==> src/rtl/fetch_queue_if.sv <==
// Handshake bundle between IF (push side) and decode (pop side) around fetch_queue.
interface fetch_queue_if #(
  parameter int PC_W    = 8,
  parameter int INSTR_W = 9
);
  logic               push_valid;
  logic [PC_W-1:0]    push_pc;
  logic [INSTR_W-1:0] push_instr;
  logic               push_ready;
  logic               pop_valid;
  logic [PC_W-1:0]    pop_pc;
  logic [INSTR_W-1:0] pop_instr;
  logic               pop_ready;

  modport master (
    output push_valid, push_pc, push_instr, pop_ready,
    input  push_ready, pop_valid, pop_pc, pop_instr
  );

  modport slave (
    input  push_valid, push_pc, push_instr, pop_ready,
    output push_ready, pop_valid, pop_pc, pop_instr
  );
endinterface

==> src/rtl/fetch_queue.sv <==
// In-order {pc, instr} buffer between IF and decode with flush on taken branch.
// Optional same-cycle bypass when empty: define FETCH_QUEUE_BYPASS_EN.
module fetch_queue #(
  parameter int DEPTH   = 4,
  parameter int PC_W    = 8,
  parameter int INSTR_W = 9
) (
  input  logic                     clk,
  input  logic                     reset,
  input  logic                     flush,
  fetch_queue_if.slave             fq,
  output logic [$clog2(DEPTH):0]   count
);
  localparam int AW = $clog2(DEPTH);
  localparam int CW = AW + 1;
  localparam int EW = PC_W + INSTR_W;
  localparam logic [CW-1:0] DEPTH_C = CW'(DEPTH);

  logic [EW-1:0] mem_q [DEPTH];
  logic [AW-1:0] wr_ptr_q, wr_ptr_d;
  logic [AW-1:0] rd_ptr_q, rd_ptr_d;
  logic [CW-1:0] count_q, count_d;
  logic          full, empty, push_fire, pop_fire;
`ifdef FETCH_QUEUE_BYPASS_EN
  logic          bypass;
`endif

  always_comb begin
    full          = (count_q == DEPTH_C);
    empty         = (count_q == '0);
    fq.push_ready = !full;
`ifdef FETCH_QUEUE_BYPASS_EN
    // An empty queue forwards the incoming pair; it is stored only if decode stalls.
    bypass        = empty && fq.push_valid && !flush && !reset;
    fq.pop_valid  = !empty || bypass;
    {fq.pop_pc, fq.pop_instr} = bypass ? {fq.push_pc, fq.push_instr} : mem_q[rd_ptr_q];
    push_fire     = fq.push_valid && !full && !(bypass && fq.pop_ready);
    pop_fire      = !empty && fq.pop_ready;
`else
    fq.pop_valid  = !empty;
    {fq.pop_pc, fq.pop_instr} = mem_q[rd_ptr_q];
    push_fire     = fq.push_valid && !full;
    pop_fire      = !empty && fq.pop_ready;
`endif
  end

  always_comb begin
    wr_ptr_d = wr_ptr_q;
    rd_ptr_d = rd_ptr_q;
    count_d  = count_q;
    if (push_fire) wr_ptr_d = wr_ptr_q + AW'(1);
    if (pop_fire)  rd_ptr_d = rd_ptr_q + AW'(1);
    case ({push_fire, pop_fire})
      2'b10:   count_d = count_q + CW'(1);
      2'b01:   count_d = count_q - CW'(1);
      default: count_d = count_q;
    endcase
    if (reset || flush) begin
      wr_ptr_d = '0;
      rd_ptr_d = '0;
      count_d  = '0;
    end
  end

  always_ff @(posedge clk) begin
    wr_ptr_q <= wr_ptr_d;
    rd_ptr_q <= rd_ptr_d;
    count_q  <= count_d;
  end

  always_ff @(posedge clk) begin
    if (push_fire && !reset && !flush) mem_q[wr_ptr_q] <= {fq.push_pc, fq.push_instr};
  end

  assign count = count_q;
endmodule

==> src/flat_wrapper.sv <==
// flat-port wrapper written by rule: the top's interface ports become plain ports
module fetch_queue_flat 
#(
  parameter int DEPTH   = 4,
  parameter int PC_W    = 8,
  parameter int INSTR_W = 9
)
  (clk, reset, flush, count, fq_push_valid, fq_push_pc, fq_push_instr, fq_pop_ready, fq_push_ready, fq_pop_valid, fq_pop_pc, fq_pop_instr);
  fetch_queue_if #(.PC_W(PC_W), .INSTR_W(INSTR_W)) fq_i ();
  input  logic clk;
  input  logic reset;
  input  logic flush;
  output logic [$clog2(DEPTH):0] count;
  input wire logic [$bits(fq_i.push_valid)-1:0] fq_push_valid;
  input wire logic [$bits(fq_i.push_pc)-1:0] fq_push_pc;
  input wire logic [$bits(fq_i.push_instr)-1:0] fq_push_instr;
  input wire logic [$bits(fq_i.pop_ready)-1:0] fq_pop_ready;
  output wire logic [$bits(fq_i.push_ready)-1:0] fq_push_ready;
  output wire logic [$bits(fq_i.pop_valid)-1:0] fq_pop_valid;
  output wire logic [$bits(fq_i.pop_pc)-1:0] fq_pop_pc;
  output wire logic [$bits(fq_i.pop_instr)-1:0] fq_pop_instr;
  assign fq_i.push_valid = fq_push_valid;
  assign fq_i.push_pc = fq_push_pc;
  assign fq_i.push_instr = fq_push_instr;
  assign fq_i.pop_ready = fq_pop_ready;
  assign fq_push_ready = fq_i.push_ready;
  assign fq_pop_valid = fq_i.pop_valid;
  assign fq_pop_pc = fq_i.pop_pc;
  assign fq_pop_instr = fq_i.pop_instr;
  fetch_queue #(.DEPTH(DEPTH), .PC_W(PC_W), .INSTR_W(INSTR_W)) u_core (.clk(clk), .reset(reset), .flush(flush), .fq(fq_i), .count(count));
endmodule
==> config.mk <==
export PLATFORM = sky130hd
export DESIGN_NAME = fetch_queue_flat
export DESIGN_NICKNAME = d
export VERILOG_FILES = /design/src/rtl/fetch_queue_if.sv /design/src/rtl/fetch_queue.sv /design/src/flat_wrapper.sv
export SDC_FILE = /design/constraint.sdc
export NUM_CORES = 1
export LEC_CHECK = 0
export CAP_MARGIN = 20
export CORE_ASPECT_RATIO = 0.5
export CORE_UTILIZATION = 40
export CTS_BUF_LIST = sky130_fd_sc_hd__clkbuf_8
export CTS_CLUSTER_DIAMETER = 50
export CTS_CLUSTER_SIZE = 14
export DETAILED_ROUTE_END_ITERATION = 8
export GPL_ROUTABILITY_DRIVEN = 0
export SLEW_MARGIN = 40
export SYNTH_ARGS = -nofsm -noshare
export SYNTH_HDL_FRONTEND = slang
export SYNTH_SLANG_ARGS = --single-unit
==> constraint.sdc <==
create_clock -name clk -period 2.4 [get_ports clk]
set_clock_uncertainty 0.2 [all_clocks]
set_input_delay 0.6 -clock clk [delete_from_list [all_inputs] [get_ports clk]]
set_output_delay 0.6 -clock clk [all_outputs]
set_load 0.05 [all_outputs]
Word-level counts from Yosys, hierarchy flattened
Memories as Yosys holds them, arrays and structs flattened. A register that Yosys moved wholly into a read port is not among the register bits.
Index checks and enable logic that the tools add are counted.
Operators by class
  add/subtract/negate cells: 4
  multiply operators: 0
  divide/modulo/power cells: 0
  magnitude comparators: 0
  equality and inequality tests: 3
  shifts and indexed selects: 0
  mux-type cells: 5
  bitwise operators: 0
  reductions and logical operators: 11
Operators by type and width (number)
  one-hot mux 3 bit (2 select lines): 1
  adder 2 x 1 -> 2 bit (second input constant): 2
  logical AND 1 bit: 4
  zero test 1 bit: 4
  2-to-1 mux 2 bit: 2
  adder 3 x 1 -> 3 bit (second input constant): 1
  equality test 3 bit (second input constant): 1
  zero test 3 bit: 1
  subtractor 3 x 1 -> 3 bit (second input constant): 1
  equality test 2 x 1 -> 1 bit (second input constant): 1
  equality test 2 bit (second input constant): 1
  2-to-1 mux 1 bit: 2
  nonzero test 2 bit: 1
  logical OR 1 bit: 1
Word-level totals
  register bits: 7
  latch bits: 0
  RAM bits: 68
  memory bits (read-only): 0
  input port bits: 22
  output and inout port bits: 22
  logic and storage cells: 27
  memories kept: 1
Memories
  u_core.mem_q: words 4, bits a word 17, read ports 1, clocked after Yosys merged registers in 1, wr ports 1, line fetch_queue.sv:19  | logic [EW-1:0] mem_q [DEPTH];

Depth between registers and ports, before layout
  depth after elaboration: 7
  gate-level depth with buffers: 10
  mapped depth without buffers: 9

Least setup slack after synthesis
No wires, ideal clock.
  path type: register to register
  start: register u_core.count_q[2] (netlist: u_core.count[2])
  end: register u_core.count_q[2] (netlist: u_core.count[2])
  library setup time: 0.070 ns
  data arrival time: 2.814 ns
  data required time: 2.130 ns
  path slack: -0.684 ns
  stages on the path, launching flop included: 11
  path buffers: 1
  clock period less this slack: 3.084 ns
  cell sequence: dfxtp_1 or3b_4 and2_4 buf_6 inv_1 ha_1 inv_1 fa_1 xor2_1 or3_2 a21oi_1
Between the ends
  cells in the longest elaborated chain, start to end: 5
  elaborated cells on any way between the ends: 12
  classes of those cells: add/sub (2); eq/ne (3); mux (1); reduce/logical (6)
Ends and longest elaborated chain
  from (decl): line fetch_queue.sv:22  | logic [CW-1:0] count_q, count_d;
  from (signal assigned): line fetch_queue.sv:68  | count_q <= count_d;
  equality test 3 bit (*): line fetch_queue.sv:29  | full = (count_q == DEPTH_C);
  zero test 1 bit (*)
  net fq_push_ready: line flat_wrapper.sv:18  | output wire logic [$bits(fq_i.push_ready)-1:0] fq_push_ready;
  logical AND 1 bit (*): line fetch_queue.sv:42  | push_fire = fq.push_valid && !full;
  equality test 2 x 1 -> 1 bit / equality test 2 bit (equally long branches): line fetch_queue.sv:53  | case ({push_fire, pop_fire})
  one-hot mux 3 bit (2 select lines) / nonzero test 2 bit (equally long branches)
Mark *: on every way through the listed nets, which the timed path passes. The rest lies on a longest branch.
A chain may end at the register's enable or synchronous reset.

==> results.cfg <==
[logic_synthesis]
synth-edff-count = 68
seq_area_frac_synth_pct = 75.4
synth_ff_type = edfxtp_1
yosys.area.top_type_share_pct = 69.3
synth_nets = 170
syn_avg_cell_area_um2 = 20.8
syn_area_mm2 = 0.00295
yosysUniqueCellTypes = 29
ys_ff_latch = 77
synth_common_cells = edfxtp_1 (68), mux4_2 (17), dfxtp_1 (9)
synth_area_leader_cell = edfxtp_1
yosysMostFrequentCell = edfxtp_1
postSynthCellCount = 142
yosys_warnings = 0
synth_area_leaders = edfxtp_1 (69%), mux4_2 (13%), dfxtp_1 (6.1%)
async_flop_share_pct = 0

[timing]
min_period_over_period_pct = 100
setup_ws_ns = -0.00223
relSlewSlack_pct = 67.2
whs_ns = 0.300
fmax_mhz = 416
worst_pin_slew_ns = 0.485
drv_slew = 0
final_hold_viol_count = 0
rsz0062_at_grt = yes
setup_viol = 1
fin_crit_ns = 2.40

[outcome]
status = finished with violations
violations = setup timing

[setup_path]
r2r-start = u_core.count[2]
reg2regPathDepth = 9
path_max_fanout = 9
crit_path_end_kind = output pin
start_kind = flop
crit_type = reg -> out
cp.arrival_ns = 1.60
slowest_stage = mux4_2
r2r-end = u_core.count[2]
crit_path_max_incr_delay_ns = 0.53
r2r_setup_slack_ns = 0.06
crit_required_ns = 1.60
crit_chain = buf_12 -> mux4_2 -> buf_6

[grt]
grt_usage_pct = 14.2
grt_pass1_vias = 1482
overflow = 0
grt_pass1_wl_um = 7630
grt_start_max_net_pins = 18
antenna_found_initial = 0

[final_layout]
final_cells = 301
syn2layout_area_growth_pct = 32.8
insertedDiodeCount = 0
stdcell_area_mm2 = 0.00391
drive_gt1_share_pct = 40.2
final_nets = 232

[routing]
vias = 1441
drt_iter0_markers = 49
viasPerCell = 4.79
drt-pass1-iter-count = 4
wl_um = 4770
wl_per_cell_um = 15.8
drc = 0
drtAntennaViolNets = 0

[place]
pre_cts_ws_ns = -0.282
placed_cells = 283
portBuffers = 43
dp_hpwl_um = 2870
post_dp_cell_area_mm2 = 0.00359

[clock_network]
cts_buffers = 9
tritoncts = done
cts_root_buffer = clkbuf_8
cts_buffer_depth = 2
clock_latency_ns = 0.34
cts.sinks = 77
path_clk_slew_ns = 0.07
cts.htree.levels = 3
cts_hold_buf = 0

[worst_hold_path]
holdPathStages = 2
hp-class = reg -> reg
hold_start = u_core.wr_ptr_q[0]
min_to = u_core.wr_ptr_q[0]

[floorplan]
io_pins = 44
die_w_um = 123
initial_core_util_pct = 42.6
std_cell_rows = 21
core_mm2 = 0.00691
die_height_um = 62.7
dieArea_mm2 = 0.00773

[power]
leakage_nw = 1.33
p_per_area_mw_per_mm2 = 702
peakVddDrop_mv = 0.246

[job]
cap_violations = 0
-- what timing repair did --
action | 4_1_cts | 5_1_grt
cloned | 1 | 0
resized for setup | 21 | 1
pin swaps | 0 | 3
buffers inserted | 0 | 1
endpoints found under the setup margin | 18 | 18
-- cells by family after synthesis --
| logic type | Yosys count | share of synthesized area (%) |
|---|---|---|
| and+or+nand+nor | 19 | 3.69 |
| muxes | 18 | 13.3 |
| DFF | 77 | 75.4 |
| xor gates and xnor gates | 4 | 1.19 |
| AOI/OAI and AO/OA | 6 | 1.57 |
| buffers and inverters | 12 | 2.00 |
| adders and majority gates | 6 | 2.80 |
-- cell usage in the layout (no fill, tap or decap), types with 3 or more instances in the layout --
master	synthesis	layout
dfxtp_1	9	5
nor2_1	7	7
ha_1	5	4
inv_1	6	5
edfxtp_1	68	68
clkdlybuf4s50_1	0	22
buf_4	1	11
buf_6	1	17
buf_12	0	5
clkbuf_8	0	9
mux4_2	17	17
xor2_1	3	3
-- worst max-delay path by stage --
stage	endpoint	slack, ns
2_1_floorplan	u_core.count[2]	-0.25
3_3_place_gp	u_core.count[2]	-0.24
3_5_place_dp	u_core.count[2]	-0.28
4_1_cts	fq_pop_pc[2]	-0.04
5_1_grt	fq_pop_pc[2]	-0.07
6_report	fq_pop_instr[3]	-0.002
-- worst max-delay path, delay by kind of cell (launching register included) --
family,cells,cell delay (ns)
buf+inv,2,0.32
flops,1,0.40
mux,1,0.53
-- cell type report --
type	count	area, um2
Fill cell	547	3000
Sequential cell	77	2230
Multi-Input combinational cell	53	688
Timing Repair Buffer	57	631
Clock buffer	9	124
Tap cell	92	115
Clock inverter	7	97.6
Inverter	6	25.0
-- routing by layer --
metal	up-vias	GRT usage, %	part of all wire (%)
met4	0	6.78	0.92
li1	685	-	-
met1	719	18.0	46
met2	33	21.6	49
met3	4	5.38	4.9
met5	-	0	0
-- metrics by stage --
step | utilization [%] | total power (W) | TNS, ns
global placement | 51.9 | 0.00171 | -0.299
finish | 56.6 | 0.00275 | -0.00223
floorplan | - | 0.00162 | -0.317
global route | 56.6 | 0.00285 | -0.851
CTS | 56.5 | 0.00278 | -0.367
detailed placement | 51.9 | 0.00172 | -0.362
-- power breakdown --
group	switching, W	leakage (nW)	total [W]	internal (W)
Clock	0.000460	0.112	0.00105	0.000590
Combinational	0.000117	0.526	0.000220	0.000103
Sequential	0.00000626	0.690	0.00148	0.00147
Total	0.000583	1.33	0.00275	0.00216
-- registers in the layout, indices dropped and copies added, names as in the netlist, named ones only --
name             count
u_core.rd_ptr_q      2
u_core.count         3
u_core.mem_q        68
u_core.wr_ptr_q      2
Note: power is estimated with default switching activity, not from simulation.
==> patch (same settings) <==
Register the output `count` once more; this adds one clock of latency there. The other outputs are not delayed to match.
--- a/src/rtl/fetch_queue.sv
+++ b/src/rtl/fetch_queue.sv
@@ -74,3 +74,5 @@
 
-  assign count = count_q;
+  always_ff @(posedge clk) begin
+    count <= count_q;
+  end
 endmodule
Check against the original RTL: not equivalent (Yosys sat finds a counterexample within 4 cycles, from zero or initial values).
==> patch against the unedited design <==
  * Total power up 1.6%
  * Final area up 1.5%
  * Cell count up 1.0%
  * First-iteration DRC count up 61%
  * Sequential cell count up 3
  * Setup slack better by 28 ps
  * Critical path depth unchanged
  * Synthesized area up 2.0%
  * Wire length up 1.5%
  * Synthesized cell count up 2.1%
  * Maximum frequency up 1.2%
  * Non-clock buffer count unchanged
  * Sequential power up 3%
  * Largest cell class unchanged
==> patch: results (changes against the unedited design) <==
Parameter                              Value

Status
  Run status ... complete, no violations

Detailed routing
  Violation count after the first detailed-routing iteration ... 79 (+61%)
  Average via count per standard cell ... 4.78 (about the same)
  WL final ... 4840 microns (+1.5%)
  TritonRoute pass-1 iters ... 4 (unchanged)

Power
  Leakage dissipation ... 1.35 nW (+1.5%)
  Switching power total ... 0.576 mW (-1.2%)
  Worst voltage drop across the vdd grid ... 0.000325 V (+32%)

Placement
  Placed insts ... 287 (+1.4%)
  Post-detail-place hpwl ... 2920 microns (+1.8%)
  I/O Buffers ... 43 (unchanged)
  Pre-CTS setup slack ... -280 ps (+1.88 ps)

Setup path
  Crit-path leading delay family ... multiplexers
  Reg2Reg Launch Point ... u_core.count_q[1]
  Arr. time, crit path ... 1570 ps (-30 ps)
  FF-to-FF End ... u_core.count_q[2]
  R2r worst-path depth ... 9 (unchanged)
  Largest stage delay on the critical path ... between 500 and 600 ps

Clock tree
  Clock latency on the worst-skew pair ... approximately 330 ps
  Number of buffers created by CTS ... 9 (unchanged)
  Clk slew on worst S/H paths ... approximately 80 ps

GRT
  Global routing usage summed across all routing layers ... 14.3% (+0.068 points)
  Global-route wire length before repair ... 8100 microns (+6.1%)
  Number of global-route vias before repair ... 1,560 (+5.3%)
  Antenna violations before repair ... 0 (unchanged)
  Largest net degree at the start of global routing ... 18 (unchanged)

Timing
  Actual slew at the worst max-slew pin ... 510 ps (+24.1 ps)
  Total count of hold-check failures in the final report ... 0 (unchanged)

Synthesis
  Proportion of synthesized chip area in sequential cells ... 75.9% (+0.49 points)
  Area fraction in compound gates after synthesis ... 1.54% (-0.031 points)
  Adder-Cell Fraction of Synth Area ... 2.75% (-0.056 points)
  Synthesized-area fraction occupied by xor and xnor cells ... 1.17% (-0.024 points)
  Average cell area after synthesis ... 20.7 sq um (about the same)
  Number of flops mapped to enable cells by yosys ... 68 (unchanged)
  Most area-consuming cells after synthesis ... edfxtp_1 68%, mux4_2 13%, dfxtp_1 8.0%
  Commonest cells in the synthesized netlist ... 68 x edfxtp_1, 17 x mux4_2, 12 x dfxtp_1
  Proportion of synthesized area in mux cells ... 13.1% (-0.27 points)
  Post-Syn Nets ... 173 (+1.8%)
  Async set-or-reset flop fraction in the synthesized netlist ... 0% (unchanged)

Cells and area
  Finished Layout Cells ... 304 (+1.0%)
  Share of post-route cells with drive strength above 1 ... 39.2% (-1.0 points)
  Net count, final ... 235 (+1.3%)
  Filler Cells Inserted ... 520 (-4.9%)

Min path
  Number of instances on the worst hold path ... 1 (-1)
  Worst min-delay path endpoint ... u_core.count[1]
  Hold wc startpoint ... u_core.count_q[1]
  Type of the worst min-delay path ... register to register
## patch: cell count changes after synthesis, sizes merged
cell   change
dfxtp      +3
## patch: what timing repair did
action	in CTS	in global routing
endpoints found under the hold margin	0	0
buffers inserted	0	0
resized for setup	20	1
cloned	1	0
endpoints found under the setup margin	17	18
## patch: layer usage
| metal | up-vias | global-route usage [%] | wire, microns |
|---|---|---|---|
| met3 | 2 | 6.12 | 213 |
| met1 | 727 | 18.3 | 2240 |
| met2 | 27 | 22.0 | 2360 |
| met4 | 0 | 4.97 | 27 |
| met5 | - | 0 | 0 |
| li1 | 698 | - | - |
## patch: cells by family after synthesis
family / count (synthesis)
buffers and inverters: 12
XOR/XNOR: 4
adder cells (fa/ha/maj): 6
flip-flops: 80
AO/OA/AOI/OAI: 6
AND/OR/NAND/NOR: 19
multiplexers: 18
## patch: power by group through the flow
stage               Clock (mW)  Sequential, mW  Combinational [mW]
floorplan                    0            1.57               0.110
global placement             0            1.56               0.209
detailed placement           0            1.56               0.212
CTS                       1.07            1.53               0.225
global route              1.13            1.53               0.237
finish                    1.04            1.53               0.221
## patch: worst max-delay path by stage
stage	startpoint	end	slack, ps	cells after the start
final	register	fq_pop_instr[2]	30	3
after global routing	register	fq_pop_instr[3]	-30	3
after CTS	register	fq_pop_instr[2]	-10	3
after detailed placement	fq_pop_ready	u_core.count_q[2]	-280	8
after global placement	fq_push_valid	u_core.count_q[2]	-210	9
after floorplan	u_core.count_q[2]	u_core.count_q[2]	-120	10
## patch: cell type report
class                      instances  area, sq um  area share [%]
timing repair buffer              57          634            16.0
tap                               92          115            2.90
multi-input combinational         53          688            17.3
clock buffer                       9          124            3.12
sequential                        80         2290            57.7
clock inverter                     7         95.1            2.39
inverter                           6         25.0           0.630
## patch: through the flow
step / hold slack [ps] / TNS [ps] / util [%] / power (mW) / area, sq um
2_1_floorplan: 173 / -124 / - / 1.68 / 3030
3_3_place_gp: 260 / -231 / 52.5 / 1.77 / 3650
3_5_place_dp: 264 / -340 / 52.5 / 1.77 / 3650
4_1_cts: 289 / -54.5 / 57.0 / 2.83 / 3970
5_1_grt: 305 / -430 / 57.0 / 2.90 / 3970
6_report: 288 / 0 / 57.0 / 2.79 / 3970
